--- src/rtl/ula_issue_control.sv ---
// ula_issue_control
// Issue/writeback controller driving the Ula ALU port. Accepts one MIPS
// R-type, ADDI or ANDI instruction per handshake, reads its operands from an
// internal 32x32 register file and presents them to the ALU. It then captures
// the combinational ALU result and writes it back to rd (R-type) or rt (I-type).
//
// Ports:
//   clk, reset        - single clock; asynchronous active-high reset
//   instr/instrValid  - instruction word and its valid strobe
//   instrReady        - high only while idle (one instruction in flight)
//   input1/input2     - registered ALU operands (rs value, rt value or imm)
//   shamt/aluOp/funct - registered ALU control (aluOp 0=add, 1=and, 2=funct)
//   aluResult         - combinational ALU result for the driven operands
//   done              - one-cycle retire pulse
//   overflow/illegal  - retire qualifiers, only ever high together with done
//   dbgAddr/dbgData   - combinational debug read port, register 0 reads 0
module ula_issue_control #(
    parameter int DATA_WIDTH = 32,
    parameter int REG_ADDR_W = 5
) (
    input  logic                         clk,
    input  logic                         reset,
    input  logic [31:0]                  instr,
    input  logic                         instrValid,
    output logic                         instrReady,
    output logic signed [DATA_WIDTH-1:0] input1,
    output logic signed [DATA_WIDTH-1:0] input2,
    output logic [4:0]                   shamt,
    output logic [1:0]                   aluOp,
    output logic [5:0]                   funct,
    input  logic [DATA_WIDTH-1:0]        aluResult,
    output logic                         done,
    output logic                         overflow,
    output logic                         illegal,
    input  logic [REG_ADDR_W-1:0]        dbgAddr,
    output logic [DATA_WIDTH-1:0]        dbgData
);

    localparam int MSB = DATA_WIDTH - 1;

    typedef enum logic [1:0] {
        ST_IDLE,
        ST_DECODE,
        ST_EXECUTE,
        ST_WRITEBACK
    } state_t;

    state_t                  state_q, state_d;
    logic [31:0]             instr_q, instr_d;
    logic [DATA_WIDTH-1:0]   input1_q, input1_d;
    logic [DATA_WIDTH-1:0]   input2_q, input2_d;
    logic [4:0]              shamt_q, shamt_d;
    logic [1:0]              aluop_q, aluop_d;
    logic [5:0]              funct_q, funct_d;
    logic [REG_ADDR_W-1:0]   dest_q, dest_d;
    logic [DATA_WIDTH-1:0]   result_q, result_d;
    logic                    overflow_q, overflow_d;
    logic                    illegal_q, illegal_d;

    // Register file has no reset so that contents survive a reset.
    logic [DATA_WIDTH-1:0]   regs [2**REG_ADDR_W];

    logic [5:0]              dec_opcode;
    logic [4:0]              dec_rs, dec_rt, dec_rd;
    logic [15:0]             dec_imm;
    logic                    dec_rtype, dec_addi, dec_andi, dec_funct_ok, dec_illegal;
    logic [DATA_WIDTH-1:0]   rs_val, rt_val;
    logic                    op_add, op_sub, add_ovf, sub_ovf;
    logic                    accept, reg_we;

    assign dec_opcode = instr_q[31:26];
    assign dec_rs     = instr_q[25:21];
    assign dec_rt     = instr_q[20:16];
    assign dec_rd     = instr_q[15:11];
    assign dec_imm    = instr_q[15:0];

    assign dec_rtype = (dec_opcode == 6'd0);
    assign dec_addi  = (dec_opcode == 6'd8);
    assign dec_andi  = (dec_opcode == 6'd12);

    // Supported R-type functions: SLL, SRL, SRA, ADD, SUB, AND, OR, SLT.
    always_comb begin
        case (instr_q[5:0])
            6'd0, 6'd2, 6'd3, 6'd32, 6'd34, 6'd36, 6'd37, 6'd42: dec_funct_ok = 1'b1;
            default:                                             dec_funct_ok = 1'b0;
        endcase
    end

    assign dec_illegal = !((dec_rtype && dec_funct_ok) || dec_addi || dec_andi);

    // Register 0 is never written, so its storage is undefined; gate it on read.
    assign rs_val  = (dec_rs == '0)  ? '0 : regs[dec_rs];
    assign rt_val  = (dec_rt == '0)  ? '0 : regs[dec_rt];
    assign dbgData = (dbgAddr == '0) ? '0 : regs[dbgAddr];

    // Overflow uses the held operands, which are exactly what the ALU sees.
    assign op_add  = (aluop_q == 2'd0) || ((aluop_q == 2'd2) && (funct_q == 6'd32));
    assign op_sub  = (aluop_q == 2'd2) && (funct_q == 6'd34);
    assign add_ovf = (input1_q[MSB] == input2_q[MSB]) && (aluResult[MSB] != input1_q[MSB]);
    assign sub_ovf = (input1_q[MSB] != input2_q[MSB]) && (aluResult[MSB] != input1_q[MSB]);

    assign accept = (state_q == ST_IDLE) && instrValid;
    assign reg_we = (state_q == ST_WRITEBACK) && !overflow_q && !illegal_q && (dest_q != '0);

    // FSM state register.
    always_ff @(posedge clk or posedge reset) begin
        if (reset) begin
            state_q <= ST_IDLE;
        end else begin
            state_q <= state_d;
        end
    end

    // FSM next-state logic; illegal instructions skip the execute cycle.
    always_comb begin
        state_d = state_q;
        case (state_q)
            ST_IDLE:      if (instrValid) state_d = ST_DECODE;
            ST_DECODE:    state_d = dec_illegal ? ST_WRITEBACK : ST_EXECUTE;
            ST_EXECUTE:   state_d = ST_WRITEBACK;
            ST_WRITEBACK: state_d = ST_IDLE;
            default:      state_d = ST_IDLE;
        endcase
    end

    // FSM outputs; the flags are masked so they can only appear with done.
    always_comb begin
        instrReady = (state_q == ST_IDLE);
        done       = (state_q == ST_WRITEBACK);
        overflow   = (state_q == ST_WRITEBACK) && overflow_q;
        illegal    = (state_q == ST_WRITEBACK) && illegal_q;
    end

    // Datapath next values. ALU outputs hold unless a legal decode loads them.
    always_comb begin
        instr_d    = instr_q;
        input1_d   = input1_q;
        input2_d   = input2_q;
        shamt_d    = shamt_q;
        aluop_d    = aluop_q;
        funct_d    = funct_q;
        dest_d     = dest_q;
        result_d   = result_q;
        overflow_d = overflow_q;
        illegal_d  = illegal_q;
        case (state_q)
            ST_IDLE: begin
                if (accept) begin
                    instr_d    = instr;
                    overflow_d = 1'b0;
                    illegal_d  = 1'b0;
                end
            end
            ST_DECODE: begin
                illegal_d = dec_illegal;
                if (!dec_illegal) begin
                    input1_d = rs_val;
                    if (dec_rtype) begin
                        input2_d = rt_val;
                        shamt_d  = instr_q[10:6];
                        aluop_d  = 2'd2;
                        funct_d  = instr_q[5:0];
                        dest_d   = dec_rd;
                    end else begin
                        // ADDI sign-extends its immediate, ANDI zero-extends it.
                        input2_d = dec_addi ? {{(DATA_WIDTH-16){dec_imm[15]}}, dec_imm}
                                            : {{(DATA_WIDTH-16){1'b0}}, dec_imm};
                        shamt_d  = 5'd0;
                        aluop_d  = dec_addi ? 2'd0 : 2'd1;
                        funct_d  = 6'd0;
                        dest_d   = dec_rt;
                    end
                end
            end
            ST_EXECUTE: begin
                result_d   = aluResult;
                overflow_d = (op_add && add_ovf) || (op_sub && sub_ovf);
            end
            default: ;
        endcase
    end

    // Datapath registers.
    always_ff @(posedge clk or posedge reset) begin
        if (reset) begin
            instr_q    <= '0;
            input1_q   <= '0;
            input2_q   <= '0;
            shamt_q    <= '0;
            aluop_q    <= '0;
            funct_q    <= '0;
            dest_q     <= '0;
            result_q   <= '0;
            overflow_q <= 1'b0;
            illegal_q  <= 1'b0;
        end else begin
            instr_q    <= instr_d;
            input1_q   <= input1_d;
            input2_q   <= input2_d;
            shamt_q    <= shamt_d;
            aluop_q    <= aluop_d;
            funct_q    <= funct_d;
            dest_q     <= dest_d;
            result_q   <= result_d;
            overflow_q <= overflow_d;
            illegal_q  <= illegal_d;
        end
    end

    // Register file write port; reset forces IDLE, which blocks any write.
    always_ff @(posedge clk) begin
        if (reg_we) begin
            regs[dest_q] <= result_q;
        end
    end

    assign input1 = input1_q;
    assign input2 = input2_q;
    assign shamt  = shamt_q;
    assign aluOp  = aluop_q;
    assign funct  = funct_q;

endmodule

--- config.mk ---
export PLATFORM = sky130hd
export DESIGN_NAME = ula_issue_control
export DESIGN_NICKNAME = d
export VERILOG_FILES = /design/src/rtl/ula_issue_control.sv
export SDC_FILE = /design/constraint.sdc
export NUM_CORES = 2
export LEC_CHECK = 0
export CORE_AREA = 2 2 345 517
export DETAILED_ROUTE_END_ITERATION = 16
export DIE_AREA = 0 0 347 519
export MAX_ROUTING_LAYER = met4
export PLACE_DENSITY = 0.5
export SLEW_MARGIN = 20
export SYNTH_ARGS = -nofsm -noshare
export SYNTH_HDL_FRONTEND = slang
export SYNTH_SLANG_ARGS = --single-unit
--- constraint.sdc ---
create_clock -name clk -period 5.8 [get_ports clk]
set_input_delay 1.16 -clock clk [delete_from_list [all_inputs] [get_ports clk]]
set_output_delay 1.16 -clock clk [all_outputs]
set_load 0.005 [all_outputs]
# ---- Word level (Yosys, flattened, before mapping)
# Memories as Yosys holds them, arrays and structs flattened.
# Index checks and enable logic that the tools add are counted.
dict set report classes {
  reduce_logical 35
  n_eq_ne 20
  muxes 19
}
# cell count
set ops {}
lappend ops {{$mux W32} 5}
lappend ops {{$eq A6 B6 Y1 const B} 7}
lappend ops {{$logic_not A5 Y1} 3}
lappend ops {{$logic_and A1 B1 Y1} 13}
lappend ops {{$eq A6 B2 Y1 const B} 2}
lappend ops {{$eq A6 B4 Y1 const B} 2}
lappend ops {{$logic_not A6 Y1} 2}
lappend ops {{$mux W5} 2}
lappend ops {{$pmux W2 S4} 1}
lappend ops {{$reduce_and A2 Y1} 4}
lappend ops {{$reduce_or A8 Y1} 1}
lappend ops {{$eq A2 B2 Y1 const B} 3}
lappend ops {{$mux W1} 6}
lappend ops {{$mux W6} 1}
lappend ops {{$reduce_bool A5 Y1} 1}
lappend ops {{$logic_not A2 Y1} 2}
lappend ops {{$logic_or A1 B1 Y1} 4}
lappend ops {{$mux W2} 2}
lappend ops {{$pmux W1 S2} 2}
lappend ops {{$reduce_bool A2 Y1} 2}
lappend ops {{$logic_not A1 Y1} 3}
lappend ops {{$eq A2 B1 Y1 const B} 1}
lappend ops {{$ne A1 B1 Y1} 2}
lappend ops {{$ne A2 B1 Y1 const B} 1}
lappend ops {{other kinds (2)} 2}
dict set report totals {
  elab_cells 86
  out_inout_bits 113
  register_bits 150
  ramBits 1024
  mem_count 1
  inputBits 72
}
# name depth width rd rd_clocked_by_memory_dff wr line
set memory_table {}
lappend memory_table {regs 32 32 3 0 1 61} ;# logic [DATA_WIDTH-1:0] regs [2**REG_ADDR_W];

# ---- Logic depth before layout (Yosys ltp)
dict set report depth {
  depth_word 8
  mapped_depth 10
  depth_no_buf 6
}

# ---- Worst setup path before layout
# OpenSTA, ideal clock, no wires.
dict set report synth_timing {
  path_kind {input port to output port}
  startpoint {in dbgAddr[0]}
  endpoint {out dbgData[0]}
  required_ns 4.640
  path_stages 7
  path_buffers 3
  t_arrival_ns 2.963
  slack_ns 1.677
  path_cell_list {clkbuf_1 > clkbuf_1 > buf_2 > mux4_2 > mux4_2 > inv_1 > o21ai_0}
}
dict set report synth_between {
  elab_chain_len 2
  elab_cells_between_ends 3
  classes_between {mux: 1; reduce/logical: 1; memory: 1}
}
# item line
set synth_lines {}
lappend synth_lines {{start, declared} 35} ;# input logic [REG_ADDR_W-1:0] dbgAddr,
lappend synth_lines {{$mem_v2 Z32 W32 or $logic_not A5 Y1 (tied branches)} --}
lappend synth_lines {{$mux W32 (*)} 94} ;# assign dbgData = (dbgAddr == '0) ? '0 : regs[dbgAddr];
lappend synth_lines {{end, declared} 36} ;# output logic [DATA_WIDTH-1:0] dbgData
# Mark *: on every way between the ends. The rest lies on a longest branch, timed or not.

# ---- Worst setup path after layout
dict set report layout_timing {
  startpoint {in dbgAddr[0]}
  endpoint {out dbgData[27]}
}
# Same word-level chain as after synthesis.

==> key figures <==
Logic synthesis
  – Ys Warns: 0
  – Fraction of registers with async set/reset: 12.8%
  – Most common library cells after synthesis: edfxtp_1, mux4_2, mux2i_1, dfrtp_1, clkbuf_1
  – Synth top area share: 50.3%
  – Synthesized instance count: 3332
  – Mux contribution to synthesized area: 32.7%
  – Flops & latches, synth: 1174
  – Synth Area in Compound Gates: under 10%
  – Sequential area share after synthesis: between 50% and 60%
  – Number of synthesized flops with an enable pin: slightly above 1000
  – Count leader, synth: edfxtp_1
  – Yosys top cell by area: edfxtp_1
  – Xor-xnor portion of the synthesized cell area: 0.0286%
  – Synth Area in Simple Gates: 2.29%
  – Syn Area/Cell: 18.4 µm²
  – Synth top area cells: edfxtp_1, mux4_2, dfrtp_1
  – Largest family of logic cells by synthesized area: multiplexers
  – Synth unique cells: 65
  – Adder-Cell Fraction of Synth Area: 0.0818%
  – Synthesized cell area: roughly 0.06 mm²
  – Top FF cell, synth: edfxtp_1

Worst setup path
  – Worst Setup SP: dbgAddr[0]
  – Data required time of the worst path: 4.64 ns
  – CP max stage delay: 0.53 ns
  – Critical Path AT: 4.23 ns
  – Crit Path Category: input port to output pin
  – Slowest stage cell, crit path: mux4_2
  – Origin of the critical flop-to-flop path: instr_q[23]$_DFFE_PP0P_
  – Worst-path maximum fanout: 34
  – Setup crit end kind: output pin
  – Critical-path cell list: buf_8 > buf_12 > buf_12 > mux4_2 > mux4_2 > nand2_1 > o21ai_0 > buf_4 > clkdlybuf4s50_1
  – Critical Path Source Type: input port

Clock tree
  – Clk buf depth: 3
  – Insertion delay to the later sink of the worst-skew pair: around 0.80 ns
  – CTS Buf Count: 133
  – H-tree Lvls: 4
  – CTS root buf: clkbuf_16
  – Reg clk slew, reported paths: approximately 0.06 ns
  – Cts repair resizes: 0
  – Clock net sink count: 1174
  – Number of post-CTS setup repair buffers: 0
  – TritonCTS clock tree: built
  – # hold bufs at CTS: 0

STA
  – Final min period: 5.39 ns
  – Period utilisation layout: 92.9%
  – Max_slew headroom: 18.9%
  – Fin. Hold Viols: 0
  – Setup TNS: 0 ns
  – Fmax: about 190 MHz
  – # setup viols final: 0
  – Worst-margin pin slew: 1.21 ns
  – Fin Clk Skew: ~0.023 ns
  – Slew Limit Fails: 0
  – Final WS setup: between 0.4 and 0.5 ns
  – Unrepaired setup endpoints after global routing: no

Pwr
  – Comb pwr share: a little under two fifths
  – PD cells: 488 mW/mm²
  – Pint: 0.0215 W
  – Pleak: 23.0 nW
  – Reg power frac: 37.9%
  – Peak VDD IR: 0.419 mV
  – Clock power share: 24.4%
  – Net Sw Power: 0.0131 W
  – Net Sw Frac: ~38%

Global route
  – Antenna violations before repair: 14
  – GRT overflow: 0
  – Tot GR Track Use: between 20% and 30%
  – Vias in the first global route: 39700
  – Largest net degree at the start of global routing: 108
  – First-pass GRT wire length: 341000 µm

Route
  – Via Count: a little under 40000
  – Drt first pass iters: 5
  – WL/cell: around 42 µm
  – DRT Wirelength: 250000 µm
  – DRC Markers: 0
  – Vias/cell: approximately 6.6
  – DRT iter0 DRCs: 5047
  – Final ANT Viol Nets: 0

Finish
  – Area Overhead vs Synth: 16.0%
  – Fill cell count: 15800
  – Layout cell share with drive strength beyond 1: 35.2%
  – NumNets Final: 3609

Placed design
  – Dpl hpwl: 150000 µm
  – Pre-CTS setup slack: 0.383 ns
  – RePlAce Congestion: 0.843
  – Input/output buffers: 184

Floorplanning
  – Die H: just over 500 µm
  – Core Box Area: 0.176 mm²
  – Die area: between 0.15 and 0.2 mm²
  – Row cnt: about 190
  – Starting Density: 34.7%
  – Die width: ~350 µm
  – I/O pin count: approximately 190

Flow run
  – Max_cap viols: 0

Status
  – Status: completed

Worst hold path
  – Hold wc startpoint: shamt[1]$_DFFE_PP0P_
  – Hold crit path type: flip-flop to flip-flop
-- final timing paths --
path | slack, ns | depth (start not counted) | end
max in group asynchronous | 3.92 | 3 | instr_q[16]$_DFFE_PP0P_
worst min register to register | 0.49 | 2 | shamt[1]$_DFFE_PP0P_
worst max register to register | 1.87 | 5 | input1[3]$_DFFE_PP0P_
min in group asynchronous | 0.84 | 2 | input2[9]$_DFFE_PP0P_
worst min-delay path | 0.49 | 2 | shamt[1]$_DFFE_PP0P_
worst max-delay path | 0.41 | 9 | dbgData[27]
-- layer usage --
layer / routed length [µm] / global-route usage (%) / vias to the layer above
met4: 10100 / 10.3 / 0
met5: 0 / - / -
li1: - / - / 14900
met2: 122000 / 45.7 / 2211
met1: 97100 / 36.4 / 21700
met3: 20300 / 4.66 / 457
-- sequential cells by signal, summed over array words and instances, names as in the netlist --
name / flops
input1: 32
illegal_q: 1
shamt: 5
result_q: 32
input2: 32
aluOp: 2
regs: 1024
state_q: 2
overflow_q: 1
funct: 6
dest_q: 5
instr_q: 32
-- layout make-up --
class	count	area, µm²	area share [%]
well taps	2292	2870	4.04
clock inverters	58	517	0.728
repair buffers	350	3730	5.26
multi-input cells	1832	25400	35.8
clock buffers	185	3720	5.24
flip-flops and latches	1174	34500	48.7
inverters	42	165	0.233
diodes	4	10.0	0.0141
-- per-stage QoR --
step	power (W)	util, %	area (µm²)	hold slack, ns	std cells
after detailed placement	0.0263	37.9	66700	0.479	5690
after global routing	0.0357	40.3	70900	0.530	5935
after CTS	0.0347	40.3	70900	0.493	5933
after global placement	0.0262	37.8	66600	0.476	5688
after floorplan	0.0204	-	61300	0.457	3363
final	0.0346	40.3	70900	0.495	5937
-- placed cells by master (no fill, tap or decap), drive strengths merged, types with 5 or more instances in the layout --
master and count:
clkbuf 185, bufinv 7, nor4 18, o22ai 7, nand2 113, a22oi 100, edfxtp 1024, o22a 11
clkinv 39, a32o 24, inv 52, and3 7, clkdlybuf4s50 179, a211o 13, a221oi 19, nand2b 5
conb 32, a22o 20, nor2 43, mux2i 215, o21ai 63, buf 171, nand4 10, nor2b 10
a21oi 40, nor3 21, mux2 98, o221ai 60, a211oi 49, dfrtp 150, a221o 16, mux4 744
and2 6, a2bb2oi 13, nand3 31
-- kinds of logic (layout without fill, tap and decap cells) --
group                      count (synthesis)  count (layout)
DFF                                     1174            1174
buffers and inverters                    357             635
and+or+nand+nor                          286             286
adders and majority gates                  4               4
xor gates and xnor gates                   2               2
AOI/OAI and AO/OA                        451             451
other                                      1              36
muxes                                   1057            1057
-- power by group through the flow --
| stage | clock [W] | sequential [W] | combinational [W] |
|---|---|---|---|
| floorplan | 0 | 0.0120 | 0.00842 |
| global placement | 0 | 0.0132 | 0.0130 |
| detailed placement | 0 | 0.0133 | 0.0130 |
| CTS | 0.00857 | 0.0131 | 0.0131 |
| global route | 0.00885 | 0.0133 | 0.0135 |
| finish | 0.00845 | 0.0131 | 0.0130 |
-- critical path: cells and delay by family --
| kind | cells | cell delay [ns] |
|---|---|---|
| buf+inv | 5 | 1.59 |
| mux | 2 | 1.00 |
| compound gates | 1 | 0.32 |
| simple gates | 1 | 0.07 |
Power figures use the tool's default switching activity.
